### src/rtl/instr_wb_pkg.sv
// Shared constants and the default-width response entry for the instrumented
// Wishbone pipelined slave.
package instr_wb_pkg;

  localparam int MIN_LATENCY   = 1;
  localparam int DEF_LAT_WIDTH = 4;
  localparam int DEF_DATA_WIDTH = 32;

  // Modules with non-default widths declare a local struct of the same shape.
  typedef struct packed {
    logic [DEF_LAT_WIDTH-1:0]  rem;
    logic                      is_err;
    logic [DEF_DATA_WIDTH-1:0] data;
  } resp_entry_t;

endpackage

### src/rtl/instr_wb_resp_fifo.sv
// In-order response queue: every live entry counts its remaining latency down,
// and only the head may answer once its countdown reaches zero.
module instr_wb_resp_fifo #(
  parameter int DATA_WIDTH = 32,
  parameter int LAT_WIDTH  = 4,
  parameter int DEPTH      = 4,
  localparam int PW = $clog2(DEPTH),
  localparam int CW = PW + 1
) (
  input  logic                  clk_i,
  input  logic                  rst_i,
  input  logic                  flush_i,
  input  logic                  push_i,
  input  logic [LAT_WIDTH-1:0]  push_rem_i,
  input  logic                  push_err_i,
  input  logic [DATA_WIDTH-1:0] push_data_i,
  input  logic                  pop_i,
  output logic                  head_ready_o,
  output logic                  head_err_o,
  output logic [DATA_WIDTH-1:0] head_data_o,
  output logic [CW-1:0]         count_o
);

  typedef struct packed {
    logic [LAT_WIDTH-1:0]  rem;
    logic                  is_err;
    logic [DATA_WIDTH-1:0] data;
  } entry_t;

  entry_t         mem_q [DEPTH];
  entry_t         mem_d [DEPTH];
  logic [PW-1:0]  rd_ptr_q, rd_ptr_d;
  logic [PW-1:0]  wr_ptr_q, wr_ptr_d;
  logic [CW-1:0]  count_q, count_d;

  always_comb begin
    logic [PW-1:0] age;
    mem_d    = mem_q;
    rd_ptr_d = rd_ptr_q;
    wr_ptr_d = wr_ptr_q;
    count_d  = count_q;
    // An entry is live when its distance from the head is below the occupancy.
    for (int i = 0; i < DEPTH; i++) begin
      age = PW'(i) - rd_ptr_q;
      if ((CW'(age) < count_q) && (mem_q[i].rem != '0))
        mem_d[i].rem = mem_q[i].rem - 1'b1;
    end
    if (push_i) begin
      mem_d[wr_ptr_q] = '{rem: push_rem_i, is_err: push_err_i, data: push_data_i};
      wr_ptr_d        = wr_ptr_q + 1'b1;
    end
    if (pop_i)
      rd_ptr_d = rd_ptr_q + 1'b1;
    if (push_i && !pop_i)
      count_d = count_q + 1'b1;
    else if (pop_i && !push_i)
      count_d = count_q - 1'b1;
    if (flush_i) begin
      rd_ptr_d = '0;
      wr_ptr_d = '0;
      count_d  = '0;
    end
  end

  always_ff @(posedge clk_i) begin
    if (rst_i) begin
      rd_ptr_q <= '0;
      wr_ptr_q <= '0;
      count_q  <= '0;
      for (int i = 0; i < DEPTH; i++) mem_q[i] <= '0;
    end else begin
      rd_ptr_q <= rd_ptr_d;
      wr_ptr_q <= wr_ptr_d;
      count_q  <= count_d;
      for (int i = 0; i < DEPTH; i++) mem_q[i] <= mem_d[i];
    end
  end

  assign head_ready_o = (count_q != '0) && (mem_q[rd_ptr_q].rem == '0);
  assign head_err_o   = mem_q[rd_ptr_q].is_err;
  assign head_data_o  = mem_q[rd_ptr_q].data;
  assign count_o      = count_q;

endmodule

### src/rtl/instr_wb_slave_pipelined.sv
// Instrumented Wishbone B4 pipelined slave: queues up to DEPTH requests and
// answers them in order after a per-request latency, with injectable data/err.
module instr_wb_slave_pipelined
  import instr_wb_pkg::*;
#(
  parameter int DATA_WIDTH = 32,
  parameter int ADDR_WIDTH = 32,
  parameter int DEPTH      = 4,
  parameter int LAT_WIDTH  = 4,
  localparam int SW = DATA_WIDTH / 8,
  localparam int CW = $clog2(DEPTH) + 1
) (
  input  logic                  clk_i,
  input  logic                  rst_i,
  input  logic [ADDR_WIDTH-1:0] wb_adr_i,
  output logic [DATA_WIDTH-1:0] wb_dat_o,
  input  logic [DATA_WIDTH-1:0] wb_dat_i,
  input  logic                  wb_we_i,
  input  logic [SW-1:0]         wb_sel_i,
  input  logic                  wb_stb_i,
  output logic                  wb_ack_o,
  output logic                  wb_err_o,
  input  logic                  wb_cyc_i,
  output logic                  wb_stall_o,
  input  logic                  stall_request_i,
  input  logic [DATA_WIDTH-1:0] injected_data_i,
  input  logic                  err_request_i,
  input  logic [LAT_WIDTH-1:0]  ack_latency_i,
  output logic [ADDR_WIDTH-1:0] last_adr_o,
  output logic [DATA_WIDTH-1:0] last_dat_o,
  output logic [SW-1:0]         last_sel_o,
  output logic                  last_we_o,
  output logic [CW-1:0]         outstanding_o,
  output logic [31:0]           req_count_o
);

  logic                  accept;
  logic                  resp_vld;
  logic                  head_ready, head_err;
  logic [DATA_WIDTH-1:0] head_data;
  logic [CW-1:0]         count;
  logic [LAT_WIDTH-1:0]  push_rem;
  logic [DATA_WIDTH-1:0] push_data;

  logic [ADDR_WIDTH-1:0] last_adr_q, last_adr_d;
  logic [DATA_WIDTH-1:0] last_dat_q, last_dat_d;
  logic [SW-1:0]         last_sel_q, last_sel_d;
  logic                  last_we_q,  last_we_d;
  logic [31:0]           req_count_q, req_count_d;

  // Full stalls even when the head pops this cycle.
  assign wb_stall_o = stall_request_i | (count == CW'(DEPTH));
  assign accept     = wb_cyc_i & wb_stb_i & ~wb_stall_o;
  assign resp_vld   = head_ready & wb_cyc_i;

  // Latency 0 behaves as the minimum; rem counts the cycles beyond it.
  assign push_rem  = (ack_latency_i <= LAT_WIDTH'(MIN_LATENCY)) ? '0
                   : ack_latency_i - LAT_WIDTH'(MIN_LATENCY);
  assign push_data = wb_we_i ? '0 : injected_data_i;

  instr_wb_resp_fifo #(
    .DATA_WIDTH (DATA_WIDTH),
    .LAT_WIDTH  (LAT_WIDTH),
    .DEPTH      (DEPTH)
  ) u_resp_fifo (
    .clk_i        (clk_i),
    .rst_i        (rst_i),
    .flush_i      (~wb_cyc_i),
    .push_i       (accept),
    .push_rem_i   (push_rem),
    .push_err_i   (err_request_i),
    .push_data_i  (push_data),
    .pop_i        (resp_vld),
    .head_ready_o (head_ready),
    .head_err_o   (head_err),
    .head_data_o  (head_data),
    .count_o      (count)
  );

  always_comb begin
    last_adr_d  = last_adr_q;
    last_dat_d  = last_dat_q;
    last_sel_d  = last_sel_q;
    last_we_d   = last_we_q;
    req_count_d = req_count_q;
    if (accept) begin
      last_adr_d  = wb_adr_i;
      last_dat_d  = wb_dat_i;
      last_sel_d  = wb_sel_i;
      last_we_d   = wb_we_i;
      req_count_d = req_count_q + 32'd1;
    end
  end

  always_ff @(posedge clk_i) begin
    if (rst_i) begin
      last_adr_q  <= '0;
      last_dat_q  <= '0;
      last_sel_q  <= '0;
      last_we_q   <= 1'b0;
      req_count_q <= '0;
    end else begin
      last_adr_q  <= last_adr_d;
      last_dat_q  <= last_dat_d;
      last_sel_q  <= last_sel_d;
      last_we_q   <= last_we_d;
      req_count_q <= req_count_d;
    end
  end

  assign wb_ack_o      = resp_vld & ~head_err;
  assign wb_err_o      = resp_vld & head_err;
  assign wb_dat_o      = resp_vld ? head_data : '0;
  assign last_adr_o    = last_adr_q;
  assign last_dat_o    = last_dat_q;
  assign last_sel_o    = last_sel_q;
  assign last_we_o     = last_we_q;
  assign outstanding_o = count;
  assign req_count_o   = req_count_q;

endmodule

### config.mk
export PLATFORM = sky130hd
export DESIGN_NAME = instr_wb_slave_pipelined
export DESIGN_NICKNAME = d
export VERILOG_FILES = /design/src/rtl/instr_wb_pkg.sv /design/src/rtl/instr_wb_resp_fifo.sv /design/src/rtl/instr_wb_slave_pipelined.sv
export SDC_FILE = /design/constraint.sdc
export NUM_CORES = 1
export LEC_CHECK = 0
export CAP_MARGIN = 5
export CORE_MARGIN = 10
export CORE_UTILIZATION = 50
export CTS_CLUSTER_SIZE = 28
export DETAILED_ROUTE_END_ITERATION = 8
export PLACE_DENSITY = 0.76
export SLEW_MARGIN = 20
export SYNTH_ARGS = -nofsm -noshare
export SYNTH_HDL_FRONTEND = slang
export SYNTH_SLANG_ARGS = --single-unit
### constraint.sdc
create_clock -name clk_i -period 3.45 [get_ports clk_i]
set_input_delay 0.5175 -clock clk_i [delete_from_list [all_inputs] [get_ports clk_i]]
set_output_delay 0.5175 -clock clk_i [all_outputs]
set_load 0.05 [all_outputs]
==> key figures, run 1 <==
Outcome
  • Outcome: completed

Setup path
  • Arr. time, crit path: 2.78 ns
  • Largest stage delay on the critical path: 0.57 ns
  • Reg2reg end: u_resp_fifo.count_o[2]
  • Reg2Reg Setup Slack: 0.55 ns
  • Crit-path max FO: 13
  • Setup crit end kind: output pin
  • Crit path buf inv count: 2
  • Worst EP required: 2.93 ns
  • Critical-path cell list: or4_1 > mux2_2 > a21oi_2 > nand3_4 > buf_4 > nor2b_4 > buf_12
  • Setup CP Type: reg -> out
  • Crit start category: flop
  • Cell family with most CP delay: simple AND/OR/NAND/NOR gates
  • RR Startpoint: u_resp_fifo.mem_q[109]
  • CP max stage cell: or4_1
  • Stages on the worst setup path: 7
  • Worst Setup SP: u_resp_fifo.mem_q[109]
  • R2R cell count: 11

Floorplan
  • Rows: 55
  • Core Area: 22500 um2
  • Die Ht: 170.9 um
  • Die area: 29210 um2
  • Starting Density: 50.60%
  • Die W: 170.9 um
  • I/O pin count: 250

Global route
  • Initial antenna violation count: 1
  • Global-route congestion overflow total: 0
  • Vias in the first global route: 10230
  • Total global-route track usage: 22.00%
  • Largest net degree at the start of global routing: 148
  • Global-route wire length before repair: 52.65 mm

Yosys
  • Cell variety after synth: 56
  • Primary FF master, synth: dfxtp_1
  • EDFF count, synth: 0
  • Syn Std Cell Area: 11390 um2
  • Area fraction of the dominant cell type after synthesis: 45.01%
  • Yosys warnings: 0
  • Largest cells by area after synthesis: dfxtp_1 45%, nand2_1 14%, a21oi_1 9.4%, mux4_2 6.5%, nor2b_4 3.4%
  • Cell taking the most area after synthesis: dfxtp_1
  • Synthesized area per cell: 8.373 um2
  • Register area share after synthesis: 45.01%
  • Yosys reg bits: 256
  • Post-synthesis cell count: 1360
  • Asr flop ratio synth: 0%
  • Net count after synthesis: 1488

Clock network
  • Clock latency on the worst-skew pair: 0.54 ns
  • Clock Sink Count: 256
  • TritonCTS clock tree: built
  • H-Tree Depth: 1
  • Root Driver: clkbuf_16
  • CTS Buffer Depth: 3
  • CTS Buf Count: 28
  • # hold bufs at CTS: 0
  • Reg clk slew, reported paths: 0.06 ns
  • Post-CTS resize count: 0

Finish
  • Commonest non-fill, non-tap cell in the layout: nand2_1
  • Syn-to-layout area delta: 36.35%
  • Most frequent cells in the layout: 434 x nand2_1, 254 x dfxtp_1, 214 x clkdlybuf4s50_1
  • Share of post-route cells with drive strength above 1: 12.02%
  • Reg area: 5127 um2
  • Fin nets: 1704
  • Area used by multi-input combinational logic: 5743 um2
  • Non-Filler Instances: 1883
  • Final Cell Area: 15530 um2
  • # fillers: 1748

Routing
  • Drt wl/cell: 17.66 um
  • Via Count: 10050
  • Drt total wl: 33.25 mm
  • Vias/cell: 5.338
  • # DRC: 0
  • DRT Pass-1 Iters: 5
  • Final ANT Viol Nets: 0
  • Starting DRT DRC Count: 697

Placed design
  • PortBufs: 249
  • Hpwl dp: 21.85 mm
  • Placed Cells: 1824
  • GPL Wtd Cong: 0.8656
  • Placed cell area: 14390 um2

Timing
  • TNS Setup: 0 ns
  • Worst Skew: 0.01855 ns
  • Period Utilization, post-route: 95.69%
  • Final Hold Viols: 0
  • Minimum clock period: 3.301 ns
  • Max-slew headroom: 39.11%
  • Unrepaired setup endpoints after global routing: no
  • Tightest Pin Transition: 0.9066 ns
  • Final setup viols: 0
  • Max Slew Vio Count: 0
  • Hold Slack: 0.3283 ns
  • Peak Freq: 302.9 MHz

Worst hold path
  • WHS Endpoint: last_sel_o[3]
  • HP Class: in -> reg
  • Hold Crit Start: rst_i
  • WHS Path Cells: 2

Power
  • Pwr dens: 452.6 nW/um2
  • Leak pwr: 5.188 nW
  • Total power: 0.007027 W
  • Maximum vdd drop: 349.0 uV

Job
  • Max-cap violations: 0
==> worst max-delay path by stage <==
stage                             end  slack [ns]
2_1_floorplan  u_resp_fifo.count_o[2]        0.57
3_3_place_gp   u_resp_fifo.count_o[2]        0.49
3_5_place_dp   u_resp_fifo.count_o[2]        0.44
4_1_cts                  wb_dat_o[29]       0.005
5_1_grt                  wb_dat_o[28]        0.06
6_report                 wb_dat_o[29]        0.15
==> through the flow <==
stage          worst slack, ns  util (%)
2_1_floorplan           0.5693         -
3_3_place_gp            0.4859     63.96
3_5_place_dp            0.4375     63.96
4_1_cts               0.005486     68.61
5_1_grt                0.05519     69.00
6_report                0.1486     69.00
==> worst register-to-register path: cells and delay by family (launching register included) <==
family,cells,cell delay [ns]
AOI/OAI and AO/OA,2,0.33
xor gates and xnor gates,1,0.07
adders and majority gates,2,0.40
buffers and inverters,2,0.29
DFF,1,0.34
muxes,1,0.30
and+or+nand+nor,3,1.09
==> synthesized netlist by cell type, types with 14 or more instances <==
master / number
nand2_1: 434
dfxtp_1: 256
a21oi_1: 213
nor2_1: 58
clkbuf_1: 43
nor2b_1: 37
buf_2: 35
mux4_2: 33
nor2b_4: 28
xor2_1: 24
inv_1: 23
ha_1: 16
nand3_1: 15
nand4_1: 14
xnor2_1: 14
==> timing repair <==
action	CTS	global route
pin swaps	1	1
setup buffers	0	6
endpoints found under the setup margin	2	23
==> final cells by class <==
type	count	share of cell area (%)
multi-input cells	986	36.99
flip-flops and latches	256	33.02
repair buffers	280	20.36
clock buffers	39	5.109
well taps	285	2.297
clock inverters	12	1.620
inverters	24	0.5802
diodes	1	0.01612
==> where the power goes <==
| group | leakage [nW] | internal [W] | switching [W] |
|---|---|---|---|
| Combinational | 2.62 | 0.000274 | 0.000367 |
| Sequential | 2.07 | 0.00300 | 0.0000293 |
| Clock | 0.501 | 0.00213 | 0.00123 |
==> layer usage <==
layer | track usage [%] | vias to the layer above | share of wire, %
met5 | 0 | - | 0
met4 | 5.709 | 0 | 1.6
met3 | 8.618 | 43 | 10
met2 | 38.08 | 302 | 50
met1 | 24.75 | 4761 | 39
li1 | - | 4946 | -
==> cells by family (layout without fill, tap and decap cells) <==
kind of cell               Yosys count  in the layout  synth area share (%)
and+or+nand+nor                    639            639                 26.49
DFF                                256            256                 45.01
AOI/OAI and AO/OA                  253            253                 11.99
buffers and inverters              118            355                 4.560
muxes                               39             39                 7.098
xor gates and xnor gates            38             38                 2.923
adders and majority gates           17             17                 1.934
other                                0              1                     0
(Power assumes the default switching activity.)
==> run 2: changes to the inputs <==
--- a/config.mk
+++ b/config.mk
@@ -5,7 +5,7 @@
 export SDC_FILE = /design/constraint.sdc
 export NUM_CORES = 1
 export LEC_CHECK = 0
-export CAP_MARGIN = 5
+export CAP_MARGIN = 30
 export CORE_MARGIN = 10
 export CORE_UTILIZATION = 50
 export CTS_CLUSTER_SIZE = 28
==> key figures, run 2 (synthesized netlist as in run 1, its figures left out) <==
Outcome
  • Outcome: completed

Global route
  • Global-route wire length before repair: 52.55 mm (-0.18%)
  • Global-route congestion overflow total: 0 (unchanged)
  • Vias in the first global route: 10120 (-1.1%)
  • Largest net degree at the start of global routing: 86 (-42%)
  • Total global-route track usage: 21.92% (-0.077 points)
  • Initial antenna violation count: 1 (unchanged)

Timing
  • Worst Skew: 0.006856 ns (-0.01169 ns)
  • Unrepaired setup endpoints after global routing: no
  • Max-slew headroom: 37.44% (-1.7 points)
  • Max Slew Vio Count: 0 (unchanged)
  • Minimum clock period: 3.309 ns (+0.007849 ns)
  • TNS Setup: 0 ns (unchanged)
  • Tightest Pin Transition: 0.9314 ns (+0.02486 ns)
  • Peak Freq: 302.2 MHz (-0.24%)
  • Final setup viols: 0 (unchanged)
  • Final Hold Viols: 0 (unchanged)
  • Period Utilization, post-route: 95.92% (+0.23 points)

Setup path
  • RR Startpoint: u_resp_fifo.mem_q[109]
  • Arr. time, crit path: 2.79 ns (about the same)
  • Crit start category: flop
  • Setup crit end kind: output pin
  • Worst Setup SP: u_resp_fifo.mem_q[109]
  • Crit-path max FO: 14 (+1)
  • R2R cell count: 11 (unchanged)
  • Setup CP Type: reg -> out
  • Worst EP required: 2.93 ns (about the same)

Clock network
  • Clock latency on the worst-skew pair: 0.53 ns (about the same)
  • H-Tree Depth: 1 (unchanged)
  • Clock Sink Count: 256 (unchanged)
  • CTS Buffer Depth: 3 (unchanged)
  • Root Driver: clkbuf_16
  • CTS Buf Count: 28 (unchanged)
  • Reg clk slew, reported paths: 0.06 ns (about the same)
  • TritonCTS clock tree: built
  • # hold bufs at CTS: 0 (unchanged)

Floorplan
  • I/O pin count: 250 (unchanged)
  • Rows: 55 (unchanged)
  • Die Ht: 170.9 um (unchanged)
  • Die area: 29210 um2 (unchanged)
  • Core Area: 22500 um2 (unchanged)
  • Die W: 170.9 um (unchanged)
  • Starting Density: 50.60% (unchanged)

Power
  • Maximum vdd drop: 391.6 uV (+12%)
  • Leak pwr: 5.202 nW (+0.27%)
  • Pwr dens: 454.6 nW/um2 (+0.45%)

Finish
  • Fin nets: 1703 (-0.059%)
  • Commonest non-fill, non-tap cell in the layout: nand2_1
  • Share of post-route cells with drive strength above 1: 12.34% (+0.31 points)
  • Syn-to-layout area delta: 36.39% (about the same)
  • Final Cell Area: 15530 um2 (about the same)
  • Most frequent cells in the layout: 434 x nand2_1, 254 x dfxtp_1, 214 x clkdlybuf4s50_1

Placed design
  • PortBufs: 249 (unchanged)
  • GPL Wtd Cong: 0.8656 (unchanged)
  • Placed cell area: 14420 um2 (+0.19%)
  • Hpwl dp: 21.95 mm (+0.46%)

Routing
  • Via Count: 10070 (+0.18%)
  • Final ANT Viol Nets: 0 (unchanged)
  • # DRC: 0 (unchanged)
  • Starting DRT DRC Count: 747 (+7.2%)
  • Drt total wl: 33.21 mm (-0.11%)
  • Vias/cell: 5.348 (+0.18%)
  • Drt wl/cell: 17.64 um (-0.11%)
  • DRT Pass-1 Iters: 5 (unchanged)

Worst hold path
  • Hold Crit Start: rst_i
  • HP Class: in -> reg
  • WHS Path Cells: 2 (unchanged)

Job
  • Max-cap violations: 0 (unchanged)
==> run 2: final cells by class <==
type / instances / area (um2)
timing repair buffer: 279 / 3142
multi-input combinational: 986 / 5743
clock inverter: 14 / 240.2
fill: 1718 / 6972
sequential: 256 / 5127
inverter: 24 / 90.09
tap: 285 / 356.6
antenna: 1 / 2.502
clock buffer: 38 / 829.5
==> run 2: timing repair <==
action | 4_1_cts | 5_1_grt
endpoints found under the hold margin | 0 | 0
setup buffers | 0 | 5
resized for setup | 0 | 0
endpoints found under the setup margin | 0 | 23
==> run 2: report_power, final <==
group          internal [W]  switching, W  total (W)
sequential          0.00300     0.0000291    0.00303
clock               0.00214       0.00125    0.00339
combinational      0.000272      0.000367   0.000639
total               0.00541       0.00165    0.00706
==> run 2: metrics by stage <==
stage	instances	power, W	hold slack [ns]	utilization (%)	setup WS (ns)
global route	1883	0.007278	0.4278	69.02	0.03826
CTS	1877	0.007099	0.3988	68.84	0.001133
floorplan	1360	0.003455	0.4331	-	0.5693
detailed placement	1825	0.003726	0.4451	64.09	0.4248
global placement	1824	0.003712	0.4382	63.96	0.4859
finish	1883	0.007061	0.4022	69.02	0.1407
==> run 2: routing by layer <==
| layer | global-route usage, % | wire length [um] | up-vias | part of all wire, % |
|---|---|---|---|---|
| met2 | 38.20 | 16630 | 327 | 50 |
| met5 | 0 | 0 | - | 0 |
| met3 | 8.502 | 3548 | 34 | 11 |
| li1 | - | - | 4956 | - |
| met1 | 24.99 | 12600 | 4753 | 38 |
| met4 | 4.423 | 436 | 0 | 1.3 |
==> run 2: final timing paths <==
check                                         endpoint  slack (ns)
worst max register to register  u_resp_fifo.count_o[2]        0.51
worst min register to register           last_dat_o[9]        0.45
worst min-delay path                     last_dat_o[4]        0.40
worst max-delay path                      wb_dat_o[29]        0.14
==> run 2: critical path, cell delays in order (launching register included) <==
cell	delay, ns
dfxtp_1	0.35
or4_1	0.59
mux2_2	0.30
a21oi_2	0.18
nand3_4	0.22
buf_4	0.30
nor2b_4	0.16
buf_12	0.14
==> run 3: changes to the inputs <==
==> constraint.sdc (replaced) <==
create_clock -name clk_i -period 3.3 [get_ports clk_i]
set_input_delay 0.495 -clock clk_i [delete_from_list [all_inputs] [get_ports clk_i]]
set_output_delay 0.495 -clock clk_i [all_outputs]
set_load 0.05 [all_outputs]
==> key figures, run 3 (synthesized netlist as in run 1, its figures left out) <==
Setup path
  • Reg2Reg Setup Slack: 0.71 ns (+0.20 ns)
  • Reg2reg end: u_resp_fifo.count_o[2]
  • Worst EP required: 2.80 ns (-0.13 ns)
  • Setup CP Type: reg -> out
  • Crit start category: flop
  • Worst Setup SP: u_resp_fifo.mem_q[108]
  • RR Startpoint: u_resp_fifo.mem_q[108]
  • Arr. time, crit path: 2.75 ns (-0.04 ns)
  • Setup crit end kind: output pin
  • Crit-path max FO: 34 (+20)
  • R2R cell count: 10 (-1)
  • Setup crit end: wb_dat_o[0]

Global route
  • Vias in the first global route: 9932 (-1.9%)
  • Global-route wire length before repair: 52.14 mm (-0.77%)
  • Total global-route track usage: 21.86% (-0.065 points)
  • Largest net degree at the start of global routing: 107 (+24%)
  • Initial antenna violation count: 0 (-1)
  • Global-route congestion overflow total: 0 (unchanged)

Finish
  • Fin nets: 1698 (-0.29%)
  • Commonest non-fill, non-tap cell in the layout: nand2_1
  • Reg area: 5127 um2 (unchanged)
  • # fillers: 1791 (+4.2%)
  • Area used by multi-input combinational logic: 5756 um2 (+0.22%)
  • Share of post-route cells with drive strength above 1: 11.96% (-0.38 points)
  • Ant. Diodes: 0 (-1)
  • Most frequent cells in the layout: 434 x nand2_1, 254 x dfxtp_1, 214 x clkdlybuf4s50_1
  • Syn-to-layout area delta: 34.29%

Timing
  • Period Utilization, post-route: 98.47%
  • Max Slew Vio Count: 0 (unchanged)
  • Final worst slack: 0.05046 ns (-0.09029 ns)
  • Max-slew headroom: 41.51% (+4.1 points)
  • Tightest Pin Transition: 0.8774 ns (-0.05403 ns)
  • Worst Skew: 0.01756 ns (+0.01070 ns)
  • Minimum clock period: 3.250 ns
  • Final Hold Viols: 0 (unchanged)
  • TNS Setup: 0 ns (unchanged)
  • Peak Freq: 307.7 MHz
  • Final setup viols: 0 (unchanged)

Power
  • Pint: 0.005185 W (-4.2%)
  • Comb power frac: 9.8% (+0.7 points)
  • Leak pwr: 5.092 nW (-2.1%)
  • Sequential share of power: 46.4% (+3.5 points)
  • Switching share of power: 23.91% (+0.56 points)
  • Pwr dens: 445.6 nW/um2 (-2.0%)
  • Clock share of power: 43.8% (-4.3 points)
  • Maximum vdd drop: 415.8 uV (+6.2%)
  • Net Switching: 0.001630 W (-1.2%)

Clock network
  • Post-CTS setup buffer count: 0 (unchanged)
  • TritonCTS clock tree: built
  • CTS Buf Count: 27 (-3.6%)
  • Root Driver: clkbuf_16
  • Clock latency on the worst-skew pair: 0.54 ns (about the same)
  • Reg clk slew, reported paths: 0.06 ns (about the same)
  • Clock Sink Count: 256 (unchanged)
  • # hold bufs at CTS: 0 (unchanged)
  • CTS Buffer Depth: 3 (unchanged)
  • H-Tree Depth: 1 (unchanged)

Floorplan
  • Die area: 29210 um2 (unchanged)
  • I/O pin count: 250 (unchanged)
  • Die W: 170.9 um (unchanged)
  • Starting Density: 50.60% (unchanged)
  • Core Area: 22500 um2 (unchanged)
  • Die Ht: 170.9 um (unchanged)
  • Rows: 55 (unchanged)

Placed design
  • Hpwl dp: 21.77 mm (-0.83%)
  • GPL Wtd Cong: 0.8260 (-4.6%)
  • PortBufs: 249 (unchanged)
  • Place WS: 0.3477 ns (-0.07707 ns)

Routing
  • Drt wl/cell: 17.57 um (-0.39%)
  • Final ANT Viol Nets: 0 (unchanged)
  • Drt total wl: 32.92 mm (-0.86%)
  • Starting DRT DRC Count: 801 (+7.2%)
  • Vias/cell: 5.392 (+0.82%)
  • Via Count: 10100 (+0.34%)
  • DRT Pass-1 Iters: 5 (unchanged)
  • # DRC: 0 (unchanged)

Worst hold path
  • HP Class: reg -> reg

Outcome
  • Outcome: completed

Job
  • Max-cap violations: 0 (unchanged)
[run 3: cell count changes in the layout (fill, tap and decap cells not counted), moves of 2 or more]
cell | previous run | this run
bufinv_16 | 6 | 2
clkbuf_16 | 29 | 27
nor2b_2 | 0 | 5
nor2b_1 | 37 | 32
clkinv_2 | 3 | 7
clkbuf_1 | 2 | 6
clkinv_4 | 2 | 0
buf_4 | 24 | 21
clkbuf_8 | 7 | 5
[run 3: how the worst min path moves through the flow]
stage	from	to	slack [ns]	cells past startpoint
5_1_grt	flop	flop	0.47	2
3_5_place_dp	flop	flop	0.45	2
6_report	flop	flop	0.45	2
4_1_cts	last_dat_o[25]	last_dat_o[25]	0.45	2
3_3_place_gp	flop	flop	0.44	2
2_1_floorplan	flop	flop	0.43	2
[run 3: timing repair]
| item | 4_1_cts | 5_1_grt |
|---|---|---|
| endpoints found under the setup margin | 1 | 4 |
| cloned | 0 | 0 |
| resized for setup | 1 | 4 |
[run 3: per-layer routing]
metal | GRT usage (%) | vias to the layer above | wire [um]
met5 | 0 | - | 0
met3 | 8.410 | 47 | 3533
met2 | 36.61 | 347 | 16170
met1 | 26.04 | 4781 | 12710
met4 | 4.764 | 0 | 516
li1 | - | 4929 | -
[run 3: layout make-up]
type                            instances  share of cell area (%)
Clock buffer                           38                   5.016
Clock inverter                         10                  0.6791
Inverter                               24                  0.5891
Multi-Input combinational cell        986                   37.64
Sequential cell                       256                   33.53
Tap cell                              285                   2.332
Timing Repair Buffer                  275                   20.22
[run 3: power groups by stage]
stage          Combinational (W)  Sequential, W  Clock (W)
2_1_floorplan           0.000277        0.00333          0
3_3_place_gp            0.000658        0.00323          0
3_5_place_dp            0.000665        0.00323          0
4_1_cts                 0.000669        0.00316    0.00304
5_1_grt                 0.000717        0.00317    0.00318
6_report                0.000665        0.00316    0.00299
[run 3: worst max-delay path: stages, from the launching register on]
cell and delay (ns):
dfxtp_1 0.33, or4_1 0.59, mux2_2 0.30, a21oi_2 0.19, nand3_4 0.11, buf_12 0.21
nor2b_2 0.25, buf_12 0.16
[run 3: stage by stage]
step,cell area (um2),hold slack [ns],cells,utilization (%),power (W)
finish,15290,0.4515,1874,67.96,0.006815
global route,15290,0.4667,1874,67.96,0.007065
global placement,14410,0.4382,1826,64.03,0.003887
floorplan,11390,0.4331,1360,-,0.003612
CTS,15280,0.4541,1874,67.91,0.006872
detailed placement,14410,0.4459,1826,64.03,0.003896
